--- src/rtl/ffs_reg.sv ---
// ffs_reg: registered find-first-set / find-last-set encoder for a 2**WIDTH_LOG-bit bitmap.
//
// Each cycle the sampled vector x is encoded by two balanced binary-tree priority encoders
// (one low-first, one high-first) and the results are registered with a fixed 1-cycle latency.
// Output registers load every cycle; out_valid is simply the registered in_valid.
//
// Ports:
//   clk        in   rising-edge clock
//   rst_n      in   asynchronous active-low reset
//   in_valid   in   qualifies x for the current cycle
//   x          in   WIDTH-bit bitmap, bit 0 is the LSB
//   out_valid  out  registered in_valid
//   lsb        out  index of lowest set bit (0 when x is all-zero)
//   msb        out  index of highest set bit (0 when x is all-zero)
//   zero       out  high when x has no bit set
module ffs_reg #(
  parameter int unsigned WIDTH_LOG = 4,
  // Derived; do not override.
  localparam int unsigned WIDTH = 2 ** WIDTH_LOG
) (
  input  logic                 clk,
  input  logic                 rst_n,
  input  logic                 in_valid,
  input  logic [WIDTH-1:0]     x,
  output logic                 out_valid,
  output logic [WIDTH_LOG-1:0] lsb,
  output logic [WIDTH_LOG-1:0] msb,
  output logic                 zero
);

  // Tree storage: level 0 holds the leaves, level WIDTH_LOG holds the single root.
  // Level l has WIDTH >> l live nodes; the remaining slots are tied to zero so every
  // element is driven. Each node's index is local to the span of 2**l bits it covers.
  logic [WIDTH-1:0]     w_any    [WIDTH_LOG+1];
  logic [WIDTH_LOG-1:0] w_lo_idx [WIDTH_LOG+1][WIDTH];
  logic [WIDTH_LOG-1:0] w_hi_idx [WIDTH_LOG+1][WIDTH];

  // Leaves: any-set is the bit itself, local index is always 0.
  assign w_any[0] = x;
  for (genvar j = 0; j < WIDTH; j++) begin : g_leaf
    assign w_lo_idx[0][j] = '0;
    assign w_hi_idx[0][j] = '0;
  end

  for (genvar l = 1; l <= WIDTH_LOG; l++) begin : g_lvl
    // Choosing the upper child adds the size of the lower child's span to its local index.
    localparam logic [WIDTH_LOG-1:0] HalfBit = WIDTH_LOG'(1) << (l - 1);
    localparam int unsigned Nodes = WIDTH >> l;

    for (genvar j = 0; j < WIDTH; j++) begin : g_node
      if (j < Nodes) begin : g_live
        logic w_lo_any;
        logic w_up_any;

        assign w_lo_any = w_any[l-1][2*j];
        assign w_up_any = w_any[l-1][2*j+1];

        assign w_any[l][j] = w_lo_any | w_up_any;

        // Low-first: prefer the lower half whenever it has any bit set.
        assign w_lo_idx[l][j] = w_lo_any ? w_lo_idx[l-1][2*j]
                                         : (w_lo_idx[l-1][2*j+1] | HalfBit);

        // High-first: prefer the upper half whenever it has any bit set.
        assign w_hi_idx[l][j] = w_up_any ? (w_hi_idx[l-1][2*j+1] | HalfBit)
                                         : w_hi_idx[l-1][2*j];
      end else begin : g_tie
        assign w_any[l][j]    = 1'b0;
        assign w_lo_idx[l][j] = '0;
        assign w_hi_idx[l][j] = '0;
      end
    end
  end

  logic                 w_zero;
  logic [WIDTH_LOG-1:0] w_lsb;
  logic [WIDTH_LOG-1:0] w_msb;

  assign w_zero = ~w_any[WIDTH_LOG][0];

  // With no bit set the tree would fall through to WIDTH-1 on the low side; force both to 0.
  assign w_lsb = w_zero ? '0 : w_lo_idx[WIDTH_LOG][0];
  assign w_msb = w_zero ? '0 : w_hi_idx[WIDTH_LOG][0];

  logic                 r_valid;
  logic                 r_zero;
  logic [WIDTH_LOG-1:0] r_lsb;
  logic [WIDTH_LOG-1:0] r_msb;

  // Free-running output stage: loads every cycle regardless of in_valid.
  always_ff @(posedge clk or negedge rst_n) begin
    if (!rst_n) begin
      r_valid <= 1'b0;
      r_zero  <= 1'b1;
      r_lsb   <= '0;
      r_msb   <= '0;
    end else begin
      r_valid <= in_valid;
      r_zero  <= w_zero;
      r_lsb   <= w_lsb;
      r_msb   <= w_msb;
    end
  end

  assign out_valid = r_valid;
  assign zero      = r_zero;
  assign lsb       = r_lsb;
  assign msb       = r_msb;

endmodule

--- config.mk ---
export PLATFORM = sky130hd
export DESIGN_NAME = ffs_reg
export DESIGN_NICKNAME = d
export VERILOG_FILES = /design/src/rtl/ffs_reg.sv
export SDC_FILE = /design/constraint.sdc
export NUM_CORES = 1
export LEC_CHECK = 0
export ABC_AREA = 0
export CORE_ASPECT_RATIO = 0.8
export CORE_MARGIN = 2
export CORE_UTILIZATION = 30
export DETAILED_ROUTE_END_ITERATION = 6
export PLACE_DENSITY_LB_ADDON = 0.1
export SETUP_SLACK_MARGIN = 0.05
export SKIP_CTS_REPAIR_TIMING = 1
export SLEW_MARGIN = 25
export SYNTH_ARGS = -nofsm -noshare
export SYNTH_HDL_FRONTEND = slang
export SYNTH_SLANG_ARGS = --single-unit
--- constraint.sdc ---
create_clock -name clk -period 0.8 [get_ports clk]
set_input_delay 0.16 -clock clk [delete_from_list [all_inputs] [get_ports clk]]
set_output_delay 0.16 -clock clk [all_outputs]
set_load 0.05 [all_outputs]
==> impl_metrics.json, run 1 <==
{
  "ys_seq_elements": 10,
  "power.density_mw_per_mm2": 1188,
  "hp-class": "in2reg",
  "syn_to_final_growth_pct": 126.2,
  "final_util": 0.7421,
  "die_h_um": 42.10,
  "hpwl_um": 1406,
  "diodes": 0,
  "drt-met1-wl_um": 667,
  "cp.required_ps": 640,
  "die_w_um": 51.62,
  "coreArea_mm2": 0.001659,
  "worstPathMaxFanout": 1,
  "final_cells": 131,
  "min_period_ps": 1113,
  "antenna_found_initial": 0,
  "slew_violations": 0,
  "ant_nets": 0,
  "rsz0062_at_grt": "true",
  "via_count": 640,
  "routed.top_layer": "met4",
  "syn_inst": 55,
  "cts_buffers": 3,
  "async_reset_ff_frac": 1.000,
  "fmax_mhz": 898.7,
  "synth_area_leaders": "dfrtp_1 41%, nor4_4 7.8%, nor2_1 6.9%",
  "status": "finished with violations",
  "num_rows": 13,
  "p_switching_w": 0.0004233,
  "cp.buffers_inverters": 1,
  "hold_violations": 0,
  "port_buffers": 28,
  "p_seq_frac": 0.369,
  "synth-seq-area-share": 0.4621,
  "synth-edff-count": 0,
  "yosys.area.top_type": "dfrtp_1",
  "slew_headroom": 0.7519,
  "critPathArrivalTime_ps": 950,
  "dpl_worst_slack_ps": -833.0,
  "period_share": 1.391,
  "dr_wl_met3_um": 90,
  "combPwrFrac": 0.315,
  "synth_cell_types": 22,
  "drt-total-wl_um": 1761,
  "leakagePower_nw": 0.5598,
  "yosys-top-cells-count": "10 x nor2_1, 9 x dfrtp_1, 6 x a21oi_1",
  "wl_met2_um": 937,
  "max_stage_delay_ps": 550,
  "clock_path_buffers": 2,
  "nNetsFinal": 129,
  "yosysMostFrequentCell": "nor2_1",
  "cts_sinks": 10,
  "worst_pin_slew_ps": 369.4,
  "clock_tree.root_cell": "clkbuf_4",
  "dr.pass1.iters": 3,
  "avgSynthCellArea_um2": 9.896,
  "h-tree-depth": 1,
  "dp_cells": 125,
  "yosysWarnings": 0,
  "cts_tree": "yes",
  "die-area_mm2": 0.002173,
  "setup_viol": 17,
  "gp_congestion": 0.7591,
  "setup_slack_ps": -312.7,
  "clkPwrFrac": 0.315,
  "cp-end-kind": "primary output",
  "failed_checks": "negative setup slack",
  "critPathSlowestCell": "dfstp_2",
  "drc": 0,
  "drtIter0Drc": 8,
  "worstSetupPathType": "reg2out",
  "internal_power_w": 0.001040,
  "holdWs_ps": 175.4,
  "irDropWorstVdd_mv": 0.9419,
  "drive_above_1_share": 0.6147,
  "switching_share": 0.2893,
  "post_drt_wl_per_cell_um": 13.44,
  "grt_usage": 0.1677,
  "worstPathCellList": "buf_12",
  "grt_max_degree": 7,
  "start_util": 0.3281,
  "drv_cap": 0,
  "gr-total-overflow": 0,
  "io_pins": 29,
  "grt_pass1_wl_um": 2642,
  "viasPerCell": 4.885,
  "path_clk_slew_ps": 70,
  "grt_pass1_vias": 611,
  "cp-start-kind": "register",
  "synth_nets": 74,
  "syn_area_um2": 544.3,
  "synth_flop_cell": "dfrtp_1",
  "yosys.area.top_type_share": 0.4138,
  "crit_family": "flip-flops"
}
cell type report:
class | instances | area, um2
clock buffers | 4 | 36.28
inverters | 4 | 15.01
flip-flops and latches | 10 | 251.5
multi-input cells | 41 | 355.3
fillers | 128 | 427.9
repair buffers | 50 | 545.5
well taps | 22 | 27.53
worst paths after layout:
kind / startpoint / endpoint / slack (ps) / cells past startpoint
worst min-delay path: x[11] / msb[2]$_DFF_PN0_ / 180 / 4
min in group asynchronous: rst_n / msb[2]$_DFF_PN0_ / 230 / 2
max in group asynchronous: rst_n / msb[1]$_DFF_PN0_ / 460 / 2
worst max-delay path: zero$_DFF_PN1_ / zero / -310 / 1
power by group through the flow:
stage          Combinational, W  Sequential (W)  Clock (W)
2_1_floorplan         0.0000718        0.000605          0
3_3_place_gp           0.000438        0.000549          0
3_5_place_dp           0.000447        0.000550          0
4_1_cts                0.000451        0.000540   0.000463
5_1_grt                0.000486        0.000543   0.000496
6_report               0.000461        0.000540   0.000461
kinds of logic after synthesis:
| logic type | after synthesis | synth area share |
|---|---|---|
| AO/OA/AOI/OAI | 20 | 0.2506 |
| flip-flops | 10 | 0.4621 |
| buffers and inverters | 4 | 0.02758 |
| AND/OR/NAND/NOR | 21 | 0.2598 |
metal layers:
| layer | track usage | up-vias |
|---|---|---|
| li1 | - | 311 |
| met1 | 0.1792 | 300 |
| met2 | 0.3077 | 23 |
| met3 | 0.04643 | 6 |
| met4 | 0.06316 | 0 |
| met5 | 0 | - |
flip-flops by register name, indices dropped and copies added (netlist names):
signal,flops
lsb,4
msb,4
out_valid,1
zero,1
placed cells by master (no fill, tap or decap), types with 4 or more instances in the layout:
cell type / instances
dfrtp_1: 9
nor4_4: 4
buf_4: 19
dlymetal6s2s_1: 4
a21oi_1: 5
nor2_1: 7
buf_12: 10
clkbuf_2: 5
buf_6: 6
per-stage QoR:
step	instance area (um2)	TNS [ps]	total power [W]
6_report	1231	-2701	0.001463
5_1_grt	1231	-3213	0.001525
4_1_cts	1169	-6207	0.001454
3_5_place_dp	1132	-6656	0.0009963
3_3_place_gp	1132	-6254	0.0009870
2_1_floorplan	574.3	-709.7	0.0006767
Note: power is estimated with default switching activity, not from simulation.
==> run 2, diff against run 1 <==
CTS_BUF_LIST = sky130_fd_sc_hd__clkbuf_16   (was unset)
==> run 2 against run 1 <==
The run still ends with negative setup slack left. Die area unchanged. First-iteration DRC count decreased by 13%. Clock power increased by 90%. Routed wire length increased by 9.4%. Critical path depth unchanged. Total power increased by 29%. Largest cell class unchanged. Largest power group is now the clock network.
==> impl_metrics.json, run 2 (synthesis gave the netlist of run 1 again) <==
{
  "min_period_ps": 1064,
  "die-area_mm2": 0.002173,
  "final_cell_area_mm2": 0.001305,
  "worstPathCellList": "buf_12",
  "status": "finished with violations",
  "dpl-instance-area_mm2": 0.001132,
  "worstSetupPathType": "reg2out",
  "leakagePower_nw": 0.5963,
  "cp-end-kind": "primary output",
  "critPathSlowestCell": "dfstp_2",
  "grt_pass1_vias": 662,
  "cts_tree": "yes",
  "clock_tree.root_cell": "clkbuf_16",
  "period_share": 1.329,
  "via_count": 651,
  "grt_max_degree": 7,
  "holdWs_ps": 230.3,
  "hpwl_um": 1406,
  "die_h_um": 42.10,
  "num_rows": 13,
  "failed_checks": "negative setup slack",
  "fmax_mhz": 940.3,
  "setup_slack_ps": -263.5,
  "drc": 0,
  "worstPathMaxFanout": 1,
  "drive_above_1_share": 0.6071,
  "diodes": 0,
  "clock_path_buffers": 2,
  "cts_sinks": 10,
  "hold_violations": 0,
  "syn_to_final_growth_pct": 139.8,
  "slew_violations": 0,
  "viasPerCell": 4.858,
  "cp.buffers_inverters": 1,
  "mostFrequentLayoutCell": "buf_4",
  "slew_headroom": 0.7765,
  "cts_buffers": 3,
  "crit_start": "zero$_DFF_PN1_",
  "multi_input_area_um2": 351.6,
  "max_stage_delay_ps": 540,
  "power.density_mw_per_mm2": 1449,
  "cp.required_ps": 640,
  "power_w": 0.001891,
  "drv_cap": 0,
  "io_pins": 29,
  "worst_pin_slew_ps": 332.8,
  "gr-total-overflow": 0,
  "dr.pass1.iters": 4,
  "h-tree-depth": 1,
  "irDropWorstVdd_mv": 1.472,
  "setup_viol": 17,
  "start_util": 0.3281,
  "post_drt_wl_per_cell_um": 14.38,
  "antenna_found_initial": 0,
  "ant_nets": 0,
  "crit_family": "flip-flops",
  "final-seq-area_um2": 251.5,
  "grt_pass1_wl_um": 2856,
  "dpl_worst_slack_ps": -833.0,
  "rsz0062_at_grt": "true",
  "dp_cells": 125,
  "port_buffers": 28,
  "drtIter0Drc": 7,
  "nNetsFinal": 132,
  "coreArea_mm2": 0.001659,
  "hp-class": "in2reg",
  "drt-total-wl_um": 1927,
  "layout_common_cells": "21 x buf_4, 10 x buf_12, 9 x dfrtp_1, 8 x buf_6, 7 x nor2_1",
  "num-fill-cells": 113,
  "grt_usage": 0.1818,
  "die_w_um": 51.62,
  "cp-start-kind": "register",
  "final_cells": 134,
  "gp_congestion": 0.7591,
  "critPathArrivalTime_ps": 900,
  "crit_path_end": "zero",
  "worst-path-stages": 1,
  "path_clk_slew_ps": 40
}
==> run 2: cell type report <==
class / count / share of cell area
clock buffer: 3 / 0.05753
tap: 22 / 0.02109
multi-input combinational: 41 / 0.2694
sequential: 10 / 0.1927
clock inverter: 1 / 0.002876
timing repair buffer: 53 / 0.4449
inverter: 4 / 0.01151
==> run 2: metrics by stage <==
stage | TNS, ps | utilization
6_report | -2512 | 0.7866
5_1_grt | -3160 | 0.7866
4_1_cts | -6179 | 0.7300
3_5_place_dp | -6656 | 0.6825
3_3_place_gp | -6254 | 0.6825
2_1_floorplan | -709.7 | -
==> run 2: worst min path at each step <==
| stage | from | endpoint | slack (ps) | cells past startpoint |
|---|---|---|---|---|
| after floorplan | rst_n | lsb[0]$_DFF_PN0_ | -140 | 0 |
| final | x[15] | msb[1]$_DFF_PN0_ | 230 | 3 |
| after global routing | x[15] | msb[1]$_DFF_PN0_ | 240 | 3 |
| after CTS | rst_n | msb[2]$_DFF_PN0_ | 280 | 2 |
| after global placement | rst_n | out_valid$_DFF_PN0_ | 520 | 2 |
| after detailed placement | rst_n | msb[2]$_DFF_PN0_ | 520 | 2 |
==> run 2: report_power, final <==
part	leakage (nW)	internal, W	switching (W)
logic	0.444	0.000249	0.000222
clock network	0.0385	0.000654	0.000222
registers	0.114	0.000527	0.0000167
total	0.596	0.00143	0.000461
==> run 2: metal layers <==
layer | up-vias | global-route usage | routed length, um
met2 | 22 | 0.3436 | 1081
li1 | 316 | - | -
met5 | - | 0 | 0
met4 | 0 | 0.06842 | 23
met3 | 4 | 0.05000 | 94
met1 | 309 | 0.1858 | 728
==> run 3, diff against run 2 <==
SLEW_MARGIN = 40   (was 25)
==> results of run 3 <==
No change in the layout: final DEF, timing and power equal those of run 2.
